### src/rtl/match_pkg.sv
// Shared types and constants for the descriptor matcher.
package match_pkg;

  // Width needed to hold a Hamming distance of 0..des_w inclusive.
  function automatic int hd_width(input int des_w);
    return $clog2(des_w) + 1;
  endfunction

  // Search control states.
  typedef enum logic [2:0] {
    IDLE   = 3'd0,
    SEARCH = 3'd1,
    DRAIN  = 3'd2,
    DONE   = 3'd3,
    HOLD   = 3'd4
  } match_state_e;

  // "No candidate yet" distance; users slice it down to their HD_W.
  localparam logic [63:0] HD_SENTINEL = '1;

endpackage

### src/rtl/hdc_param.sv
// Pipelined Hamming distance (popcount of a_i ^ b_i) with a fixed latency
// of HDC_LAT cycles. Stage 1 counts 16-bit groups, stage 2 sums the groups,
// and any remaining latency is plain delay registers.
module hdc_param
  import match_pkg::*;
#(
  parameter int DES_W   = 128,
  parameter int HDC_LAT = 3,
  parameter int HD_W    = hd_width(DES_W)
) (
  input  logic             clk_i,
  input  logic [DES_W-1:0] a_i,
  input  logic [DES_W-1:0] b_i,
  output logic [HD_W-1:0]  hd_o
);

  localparam int GRP  = 16;
  localparam int NGRP = (DES_W + GRP - 1) / GRP;
  localparam int GW   = $clog2(GRP) + 1;

  logic [DES_W-1:0] diff;
  assign diff = a_i ^ b_i;

  if (HDC_LAT == 1) begin : g_single
    logic [HD_W-1:0] hd_d;
    logic [HD_W-1:0] hd_q;

    // Full popcount in one cycle.
    always_comb begin
      hd_d = '0;
      for (int i = 0; i < DES_W; i++) hd_d = hd_d + HD_W'(diff[i]);
    end

    // Single output register.
    always_ff @(posedge clk_i) hd_q <= hd_d;

    assign hd_o = hd_q;
  end else begin : g_tree
    logic [GW-1:0]   grp_d  [NGRP];
    logic [GW-1:0]   grp_q  [NGRP];
    logic [HD_W-1:0] sum_d;
    logic [HD_W-1:0] pipe_q [HDC_LAT-1];

    // Per-group bit counts.
    always_comb begin
      for (int g = 0; g < NGRP; g++) grp_d[g] = '0;
      for (int i = 0; i < DES_W; i++) grp_d[i/GRP] = grp_d[i/GRP] + GW'(diff[i]);
    end

    // Group count register.
    always_ff @(posedge clk_i) grp_q <= grp_d;

    // Sum of the registered group counts.
    always_comb begin
      sum_d = '0;
      for (int g = 0; g < NGRP; g++) sum_d = sum_d + HD_W'(grp_q[g]);
    end

    // Sum register followed by delay stages to reach HDC_LAT.
    always_ff @(posedge clk_i) begin
      pipe_q[0] <= sum_d;
      for (int k = 1; k < HDC_LAT - 1; k++) pipe_q[k] <= pipe_q[k-1];
    end

    assign hd_o = pipe_q[HDC_LAT-2];
  end

endmodule

### src/rtl/match_ratio_core.sv
// Brute-force descriptor matcher: streams slave descriptors against one held
// main descriptor, tracks best/second-best Hamming distance, and reports one
// result per search with a threshold + ratio test verdict.
//
// Handshakes: a slave beat transfers on a cycle where s_valid && s_ready;
// s_ready depends only on state (high in SEARCH). The result is offered with
// m_valid held high and all result outputs stable until the cycle where
// m_valid && m_ready, after which the core returns to IDLE.
module match_ratio_core
  import match_pkg::*;
#(
  parameter int DES_W   = 128,
  parameter int COOR_W  = 20,
  parameter int IDX_W   = 10,
  parameter int HD_W    = hd_width(DES_W),
  parameter int HDC_LAT = 3
) (
  input  logic                    clk,
  input  logic                    clear,
  input  logic                    start,
  input  logic [COOR_W+DES_W-1:0] coor_des_main,
  input  logic [HD_W-1:0]         max_hd,
  input  logic [3:0]              ratio_q4,
  input  logic                    s_valid,
  output logic                    s_ready,
  input  logic                    s_last,
  input  logic [COOR_W+DES_W-1:0] coor_des_slave,
  output logic                    m_valid,
  input  logic                    m_ready,
  output logic [IDX_W-1:0]        best_idx,
  output logic [COOR_W-1:0]       best_coor,
  output logic [HD_W-1:0]         best_hd,
  output logic [HD_W-1:0]         second_hd,
  output logic                    match_ok,
  output logic [IDX_W-1:0]        cand_cnt,
  output logic                    cnt_ovf,
  output logic [2:0]              dbg_state
);

  localparam logic [HD_W-1:0] HD_ALL = HD_SENTINEL[HD_W-1:0];
  localparam int              CW     = HD_W + 4;

  match_state_e state_q, state_d;

  logic               accept;
  logic               start_search;
  logic [HD_W-1:0]    pipe_hd;
  logic               pipe_vld;
  logic               pipe_last;
  logic [COOR_W-1:0]  pipe_coor;

  logic [HDC_LAT-1:0] sp_vld_q;
  logic [HDC_LAT-1:0] sp_last_q;
  logic [COOR_W-1:0]  sp_coor_q [HDC_LAT];

  logic [HD_W-1:0]    best_q, second_q;
  logic [IDX_W-1:0]   best_idx_q, cnt_q;
  logic [COOR_W-1:0]  best_coor_q;
  logic               ovf_q, match_ok_q, match_ok_d;
  logic [CW-1:0]      best_x16, ratio_prod;

  // The main coordinate is carried with the descriptor but never evaluated.
  logic unused_main_coor;
  assign unused_main_coor = ^coor_des_main[COOR_W+DES_W-1:DES_W];

  assign s_ready      = (state_q == SEARCH);
  assign m_valid      = (state_q == HOLD);
  assign accept       = s_valid && s_ready;
  assign start_search = (state_q == IDLE) && start;

  hdc_param #(
    .DES_W   (DES_W),
    .HDC_LAT (HDC_LAT),
    .HD_W    (HD_W)
  ) u_hdc (
    .clk_i (clk),
    .a_i   (coor_des_main[DES_W-1:0]),
    .b_i   (coor_des_slave[DES_W-1:0]),
    .hd_o  (pipe_hd)
  );

  // Valid side pipe, aligned with the popcount latency; flushed by clear.
  always_ff @(posedge clk) begin
    if (clear) begin
      sp_vld_q <= '0;
    end else begin
      sp_vld_q[0] <= accept;
      for (int k = 1; k < HDC_LAT; k++) sp_vld_q[k] <= sp_vld_q[k-1];
    end
  end

  // Coordinate/last side pipe; only meaningful where the valid bit is set.
  always_ff @(posedge clk) begin
    sp_coor_q[0] <= coor_des_slave[COOR_W+DES_W-1:DES_W];
    sp_last_q[0] <= s_last;
    for (int k = 1; k < HDC_LAT; k++) begin
      sp_coor_q[k] <= sp_coor_q[k-1];
      sp_last_q[k] <= sp_last_q[k-1];
    end
  end

  assign pipe_vld  = sp_vld_q[HDC_LAT-1];
  assign pipe_last = sp_last_q[HDC_LAT-1];
  assign pipe_coor = sp_coor_q[HDC_LAT-1];

  // FSM state register.
  always_ff @(posedge clk) begin
    if (clear) state_q <= IDLE;
    else       state_q <= state_d;
  end

  // FSM next-state logic.
  always_comb begin
    state_d = state_q;
    case (state_q)
      IDLE:    if (start) state_d = SEARCH;
      SEARCH:  if (accept && s_last) state_d = DRAIN;
      DRAIN:   if (pipe_vld && pipe_last) state_d = DONE;
      DONE:    state_d = HOLD;
      HOLD:    if (m_ready) state_d = IDLE;
      default: state_d = IDLE;
    endcase
  end

  // Threshold and ratio test on the final best/second distances.
  assign best_x16   = {best_q, 4'b0000};
  assign ratio_prod = CW'(ratio_q4) * CW'(second_q);
  assign match_ok_d = (best_q <= max_hd) && (best_q != HD_ALL) && (best_x16 < ratio_prod);

  // Best/second tracker, candidate counter and result register.
  always_ff @(posedge clk) begin
    if (clear || start_search) begin
      best_q      <= HD_ALL;
      second_q    <= HD_ALL;
      best_idx_q  <= '0;
      best_coor_q <= '0;
      cnt_q       <= '0;
      ovf_q       <= 1'b0;
      match_ok_q  <= 1'b0;
    end else begin
      if (pipe_vld) begin
        if (pipe_hd < best_q) begin
          second_q    <= best_q;
          best_q      <= pipe_hd;
          best_idx_q  <= cnt_q;
          best_coor_q <= pipe_coor;
        end else if (pipe_hd < second_q) begin
          second_q <= pipe_hd;
        end
        if (&cnt_q) ovf_q <= 1'b1;
        else        cnt_q <= cnt_q + 1'b1;
      end
      if (state_q == DONE) match_ok_q <= match_ok_d;
    end
  end

  assign best_idx  = best_idx_q;
  assign best_coor = best_coor_q;
  assign best_hd   = best_q;
  assign second_hd = second_q;
  assign match_ok  = match_ok_q;
  assign cand_cnt  = cnt_q;
  assign cnt_ovf   = ovf_q;
  assign dbg_state = state_q;

endmodule
### config.mk
export PLATFORM = sky130hd
export DESIGN_NAME = match_ratio_core
export DESIGN_NICKNAME = d
export VERILOG_FILES = /design/src/rtl/match_pkg.sv /design/src/rtl/hdc_param.sv /design/src/rtl/match_ratio_core.sv
export SDC_FILE = /design/constraint.sdc
export NUM_CORES = 1
export LEC_CHECK = 0
export ABC_AREA = 1
export CAP_MARGIN = 20
export CORE_MARGIN = 2
export CORE_UTILIZATION = 45
export DETAILED_ROUTE_END_ITERATION = 6
export GPL_ROUTABILITY_DRIVEN = 0
export PLACE_DENSITY = 0.91
export SYNTH_ARGS = -nofsm -noshare
export SYNTH_HDL_FRONTEND = slang
export SYNTH_SLANG_ARGS = --single-unit
### constraint.sdc
create_clock -name clk -period 6.5 [get_ports clk]
set_input_delay 0.975 -clock clk [delete_from_list [all_inputs] [get_ports clk]]
set_output_delay 0.975 -clock clk [all_outputs]
set_load 0.02 [all_outputs]
==> results of run 1 <==
flip-flops by register name, summed over array words and instances, names as in the netlist:
register and cells:
dbg_state 3, match_ok 1, best_idx 10, sp_coor_q 60, second_hd 8, u_hdc.g_tree.pipe_q 16
best_hd 8, u_hdc.g_tree.grp_q 40, sp_vld_q 3, cnt_ovf 1, sp_last_q 3, cand_cnt 10
best_coor 20
power by group:
| group | switching, W | internal, W |
|---|---|---|
| clock network | 0.000470 | 0.000660 |
| registers | 0.000126 | 0.00147 |
| logic | 0.00337 | 0.00281 |
| total | 0.00396 | 0.00494 |
critical path, stage by stage:
cell and delay, ns:
clkdlybuf4s50_1 0.51, xor2_1 0.19, ha_1 0.28, fa_1 0.52
fa_1 0.54, fa_1 0.52, fa_1 0.52, fa_1 0.49
fa_1 0.43, xor2_1 0.17
routing by layer:
metal | global-route usage [%] | vias to the layer above | part of all wire (%)
met4 | 11.6 | 4 | 4.9
li1 | - | 4513 | -
met1 | 22.1 | 4342 | 34
met2 | 44.3 | 336 | 55
met3 | 5.33 | 85 | 5.8
met5 | 0 | - | 0.089
cell usage after synthesis (7+ instances only):
master    count
clkbuf_1      7
a21boi_0      8
nand2_1     231
xnor2_1      11
xor2_1      153
inv_1       186
buf_2         9
nor2_1       89
nor3_1        8
fa_1        116
nand3_1      59
ha_1        104
a21oi_1      33
dfxtp_1     183
o21ai_0      10
area by class of cell:
class | count | area (um2) | area share [%]
Clock inverter | 13 | 210 | 1.31
Multi-Input combinational cell | 848 | 7070 | 44.0
Antenna cell | 5 | 12.5 | 0.0778
Tap cell | 330 | 413 | 2.57
Timing Repair Buffer | 356 | 3560 | 22.2
Clock buffer | 19 | 433 | 2.69
Sequential cell | 183 | 3660 | 22.8
Inverter | 190 | 713 | 4.43
stage by stage:
step	cells	util [%]	cell area (um2)
2_1_floorplan	1240	-	11600
3_3_place_gp	1907	61.3	15400
3_5_place_dp	1907	61.3	15400
4_1_cts	1939	63.8	16100
5_1_grt	1944	63.9	16100
6_report	1944	63.9	16100
logic make-up (layout without fill, tap and decap cells):
kind of cell / count (synthesis) / count (layout)
buffers and inverters: 209 / 578
DFF: 183 / 183
xor gates and xnor gates: 164 / 164
AOI/OAI and AO/OA: 66 / 66
adders and majority gates: 220 / 220
other: 0 / 5
and+or+nand+nor: 398 / 398
how the worst min path moves through the flow:
| stage | from | to | slack, ns |
|---|---|---|---|
| floorplan | sp_coor_q[0][0] | sp_coor_q[1][0] | 0.31 |
| global placement | sp_coor_q[1][18] | sp_coor_q[2][18] | 0.31 |
| detailed placement | sp_last_q[1] | sp_last_q[2] | 0.31 |
| CTS | sp_last_q[1] | sp_last_q[2] | 0.32 |
| global route | sp_last_q[1] | sp_last_q[2] | 0.32 |
| finish | sp_last_q[1] | sp_last_q[2] | 0.32 |
==> impl_metrics.env, run 1 <==
export IMPL_status="finished, final reports clean"
export IMPL_synthMuxAreaShare_pct=0
export IMPL_syn_area_per_cell_um2=9.32
export IMPL_via_per_inst=4.77
export IMPL_firstDrtPassIters=5
export IMPL_ys_types=31
export IMPL_cts_tree="built"
export IMPL_fin_hold_ws_ns=0.320
export IMPL_ctsRootBufferMaster="clkbuf_16"
export IMPL_pwr_density_cell_nw_per_um2=554
export IMPL_async_flop_share_pct=0
export IMPL_worst_slack_ns=1.67
export IMPL_wl_per_cell_um=15.6
export IMPL_htreeDepth=4
export IMPL_crit_end="u_hdc.g_tree.grp_q[2]"
export IMPL_rr_endpoint="u_hdc.g_tree.pipe_q[0][7]"
export IMPL_fillers=1950
export IMPL_io_buffers=356
export IMPL_synth_top_family_by_area="adder cells"
export IMPL_synth_flop_cell="dfxtp_1"
export IMPL_synth_area_um2=11600
export IMPL_grt_usage_pct=22.8
export IMPL_ant_nets=0
export IMPL_setup_viol=0
export IMPL_hold_class="flop to flop"
export IMPL_timing_fmax_mhz=207
export IMPL_endpoint_kind="flop"
export IMPL_routed_wl_mm=30.2
export IMPL_period_minus_slack_ns=4.83
export IMPL_layout_commonest_cell="clkdlybuf4s50_1"
export IMPL_finalCritPeriodShare_pct=74.3
export IMPL_cts_sinks=183
export IMPL_cts_setup_buffers=0
export IMPL_grt_pass1_wl_mm=47.5
export IMPL_ys_warn_count=0
export IMPL_ys_ff_latch=183
export IMPL_row_count=58
export IMPL_holdPathStages=0
export IMPL_cp_max_fo=2
export IMPL_drv_slew=0
export IMPL_synth_xor_area_share_pct=12.4
export IMPL_layout_common_cells="clkdlybuf4s50_1 (356), nand2_1 (231), inv_1 (186), dfxtp_1 (183), xor2_1 (153)"
export IMPL_synth_seq_area_share_pct=31.7
export IMPL_yosys_area_share_simple_pct=14.1
export IMPL_synthTopCellsByArea="dfxtp_1 (32%), fa_1 (20%), xor2_1 (12%)"
export IMPL_startpoint_type="input port"
export IMPL_reg2reg_slack_ns=1.78
export IMPL_synth_fa_ha_area_share_pct=31.4
export IMPL_antenna_found_initial=7
export IMPL_die_w_um=164
export IMPL_numCtsBuffers=17
export IMPL_synth_compound_gate_area_share_pct=3.38
export IMPL_dp_hpwl_mm=25.5
export IMPL_maxSlewHeadroom_pct=36.3
export IMPL_timing_hold_violations_final=0
export IMPL_synth_edf_count=0
export IMPL_critical_path_class="input port to flop"
export IMPL_skew_ns=0.0148
export IMPL_die_area_um2=27000
export IMPL_path_clk_slew_ns=0.08
export IMPL_initial_core_util_pct=45.9
export IMPL_synth_top_cell_area_share_pct=31.7
export IMPL_pre_cts_slack_ns=1.20
export IMPL_setup_tns_ns=0
export IMPL_ir_drop_mv=1.03
export IMPL_worstPathRequired_ns=6.81
export IMPL_fin_nets=2130
export IMPL_io_pin_count=377
export IMPL_grt_pass1_vias=10052
export IMPL_startpoint="coor_des_slave[112]"
export IMPL_cts_resized=0
export IMPL_cp_arrival_ns=5.14
export IMPL_reg2regPathDepth=17
export IMPL_reg2reg_from="u_hdc.g_tree.grp_q[35]"
export IMPL_drive_gt1_share_pct=2.49
export IMPL_core_um2=25200
export IMPL_die_h_um=164
export IMPL_hold_buffers=0
export IMPL_ctsLongestPathBuffers=2
export IMPL_area_growth_pct=39.2
export IMPL_p_total_w=0.00890
export IMPL_p_leak_nw=7.70
export IMPL_grt_overflow_total=0
export IMPL_worstMarginPinSlew_ns=0.954
export IMPL_drc_errors=0
export IMPL_dr_total_vias=9280
export IMPL_syn_nets=1774
export IMPL_drtIter0Drc=400
export IMPL_yosysTopAreaCell="dfxtp_1"
export IMPL_grt_max_degree=80
export IMPL_netlist_instances=1240
export IMPL_rsz0062_at_grt="no"
export IMPL_clk_insertion_delay_late_ns=0.43
export IMPL_drv_cap=0
(Power assumes the default switching activity.)
==> run 2: changes to the inputs <==
- CORE_UTILIZATION: 45 -> 43
- clock period: 6.5 -> 4.2 ns (I/O delays scaled with it)
==> run 2 against run 1 <==
  * First-iteration DRC count rose by 9.3%
  * Clock power is 45% higher
  * Via count rose by 2.0%
  * Highest routed layer is now met4
  * The run now ends with negative setup slack left
  * Design area grew 3.2%
  * Critical path type is now flop to flop
  * Sequential share of layout area decreased by 0.67 points
==> impl_metrics.env, run 2 (synthesized netlist as in run 1, its figures left out) <==
export IMPL_initial_core_util_pct=44.1
export IMPL_io_buffers=356
export IMPL_clk_insertion_delay_late_ns=0.43
export IMPL_area_sequential_um2=3670
export IMPL_numCtsBuffers=17
export IMPL_io_pin_count=377
export IMPL_drv_slew=0
export IMPL_cp_arrival_ns=4.64
export IMPL_ant_nets=0
export IMPL_grt_overflow_total=0
export IMPL_period_minus_slack_ns=4.29
export IMPL_grt_pass1_vias=10478
export IMPL_layout_common_cells="clkdlybuf4s50_1 (340), nand2_1 (227), inv_1 (185), dfxtp_1 (179), xor2_1 (149)"
export IMPL_regMostFlops="sp_coor_q"
export IMPL_finalCritPeriodShare_pct=102
export IMPL_die_w_um=168
export IMPL_pwr_density_cell_nw_per_um2=1040
export IMPL_dr_total_vias=9469
export IMPL_core_um2=26200
export IMPL_startpoint_type="flop"
export IMPL_routed_wl_mm=31.2
export IMPL_cts_sinks=183
export IMPL_ctsRootBufferMaster="clkbuf_16"
export IMPL_grt_usage_pct=22.6
export IMPL_fin_hold_ws_ns=0.323
export IMPL_via_per_inst=4.76
export IMPL_hold_class="flop to flop"
export IMPL_worstPathRequired_ns=4.56
export IMPL_firstDrtPassIters=5
export IMPL_drc_errors=0
export IMPL_status="complete, but fails checks"
export IMPL_p_total_w=0.0173
export IMPL_row_count=59
export IMPL_die_area_um2=28200
export IMPL_cp_max_fo=3
export IMPL_drive_gt1_share_pct=8.00
export IMPL_p_leak_nw=7.99
export IMPL_hp_start="sp_coor_q[0][3]"
export IMPL_layout_commonest_cell="clkdlybuf4s50_1"
export IMPL_endpoint_kind="flop"
export IMPL_path_clk_slew_ns=0.07
export IMPL_timing_hold_violations_final=0
export IMPL_startpoint="u_hdc.g_tree.grp_q[30]"
export IMPL_violations="negative setup slack"
export IMPL_grt_pass1_wl_mm=49.8
export IMPL_antenna_found_initial=5
export IMPL_maxSlewHeadroom_pct=38.7
export IMPL_drtIter0Drc=437
export IMPL_worstMarginPinSlew_ns=0.918
export IMPL_hold_buffers=0
export IMPL_grt_max_degree=80
export IMPL_reg2reg_from="u_hdc.g_tree.grp_q[30]"
export IMPL_die_h_um=168
export IMPL_largest_reg_flops=60
export IMPL_wl_per_cell_um=15.7
export IMPL_htreeDepth=4
export IMPL_multi_input_area_um2=7260
export IMPL_ir_drop_mv=2.45
export IMPL_drv_cap=0
export IMPL_timing_fmax_mhz=233
export IMPL_ctsLongestPathBuffers=2
export IMPL_dp_hpwl_mm=26.3
export IMPL_setup_viol=2
export IMPL_rsz0062_at_grt="yes"
export IMPL_cts_tree="built"
export IMPL_fin_nets=2172
export IMPL_critical_path_class="flop to flop"
export IMPL_worst_slack_ns=-0.0858
export IMPL_skew_ns=0.0139
export IMPL_area_growth_pct=43.6
export IMPL_fillers=1970
## run 2: cell types whose count changed in the layout (fill, tap and decap cells not counted), sizes merged
cell,before,now
buf,0,42
clkdlybuf4s50,356,340
dlygate4sd2,0,2
clkbuf,19,20
clkinvlp,0,2
bufinv,4,2
inv,196,195
dlymetal6s2s,0,12
clkinv,3,5
## run 2: where the power goes
part           leakage (nW)  internal [W]  switching, W  total (W)
clock network         0.294      0.000908      0.000736    0.00164
registers              1.52       0.00228      0.000194    0.00247
logic                  6.18       0.00665       0.00649     0.0131
total                  7.99       0.00984       0.00742     0.0173
## run 2: routing by layer
metal  global-route usage [%]  wire, um  vias to the layer above
met5                        0         0                        -
met4                     12.1      1610                        0
met3                     4.16      1460                       90
met2                     44.1     17500                      324
met1                     22.4     10600                     4469
li1                         -         -                     4586
## run 2: metrics by stage
| step | TNS (ns) | setup slack (ns) | instances | instance area (um2) | utilization, % |
|---|---|---|---|---|---|
| global route | -0.672 | -0.251 | 1991 | 16600 | 63.3 |
| CTS | -0.251 | -0.119 | 1984 | 16500 | 62.9 |
| floorplan | -0.0504 | -0.0370 | 1240 | 11600 | - |
| global placement | -14.15 | -0.547 | 1950 | 15800 | 60.1 |
| detailed placement | -18.46 | -0.693 | 1950 | 15800 | 60.1 |
| finish | -0.141 | -0.0858 | 1991 | 16600 | 63.3 |
## run 2: path summary, 6_finish.rpt
path,endpoint,depth (start not counted),slack [ns]
max,u_hdc.g_tree.pipe_q[0][7],17,-0.09
min,sp_coor_q[1][3],0,0.32
max reg2reg,u_hdc.g_tree.pipe_q[0][7],17,-0.09
min reg2reg,sp_coor_q[1][3],0,0.32
## run 2: what timing repair did
action / 4_1_cts / 5_1_grt
endpoints found under the setup margin: 25 / 24
gates resized for setup: 29 / 33
setup buffers: 2 / 3
pin swaps: 57 / 59
## run 2: layout make-up
cell class	count	share of cell area, %
Sequential cell	183	22.1
Tap cell	335	2.53
Inverter	190	4.30
Clock buffer	18	2.59
Multi-Input combinational cell	848	43.8
Timing Repair Buffer	398	23.5
Antenna cell	5	0.0754
Clock inverter	14	1.13
## run 2: worst max-delay path, stage by stage, from the launching register on
cell,delay [ns]
dfxtp_2,0.33
ha_4,0.16
fa_2,0.35
a21oi_2,0.17
o21ai_2,0.07
xor2_1,0.18
fa_1,0.52
inv_1,0.05
fa_1,0.51
fa_1,0.44
fa_1,0.54
inv_2,0.05
ha_4,0.27
nand2_2,0.05
o21ai_2,0.15
a21oi_2,0.07
o21bai_1,0.15
xor2_1,0.16
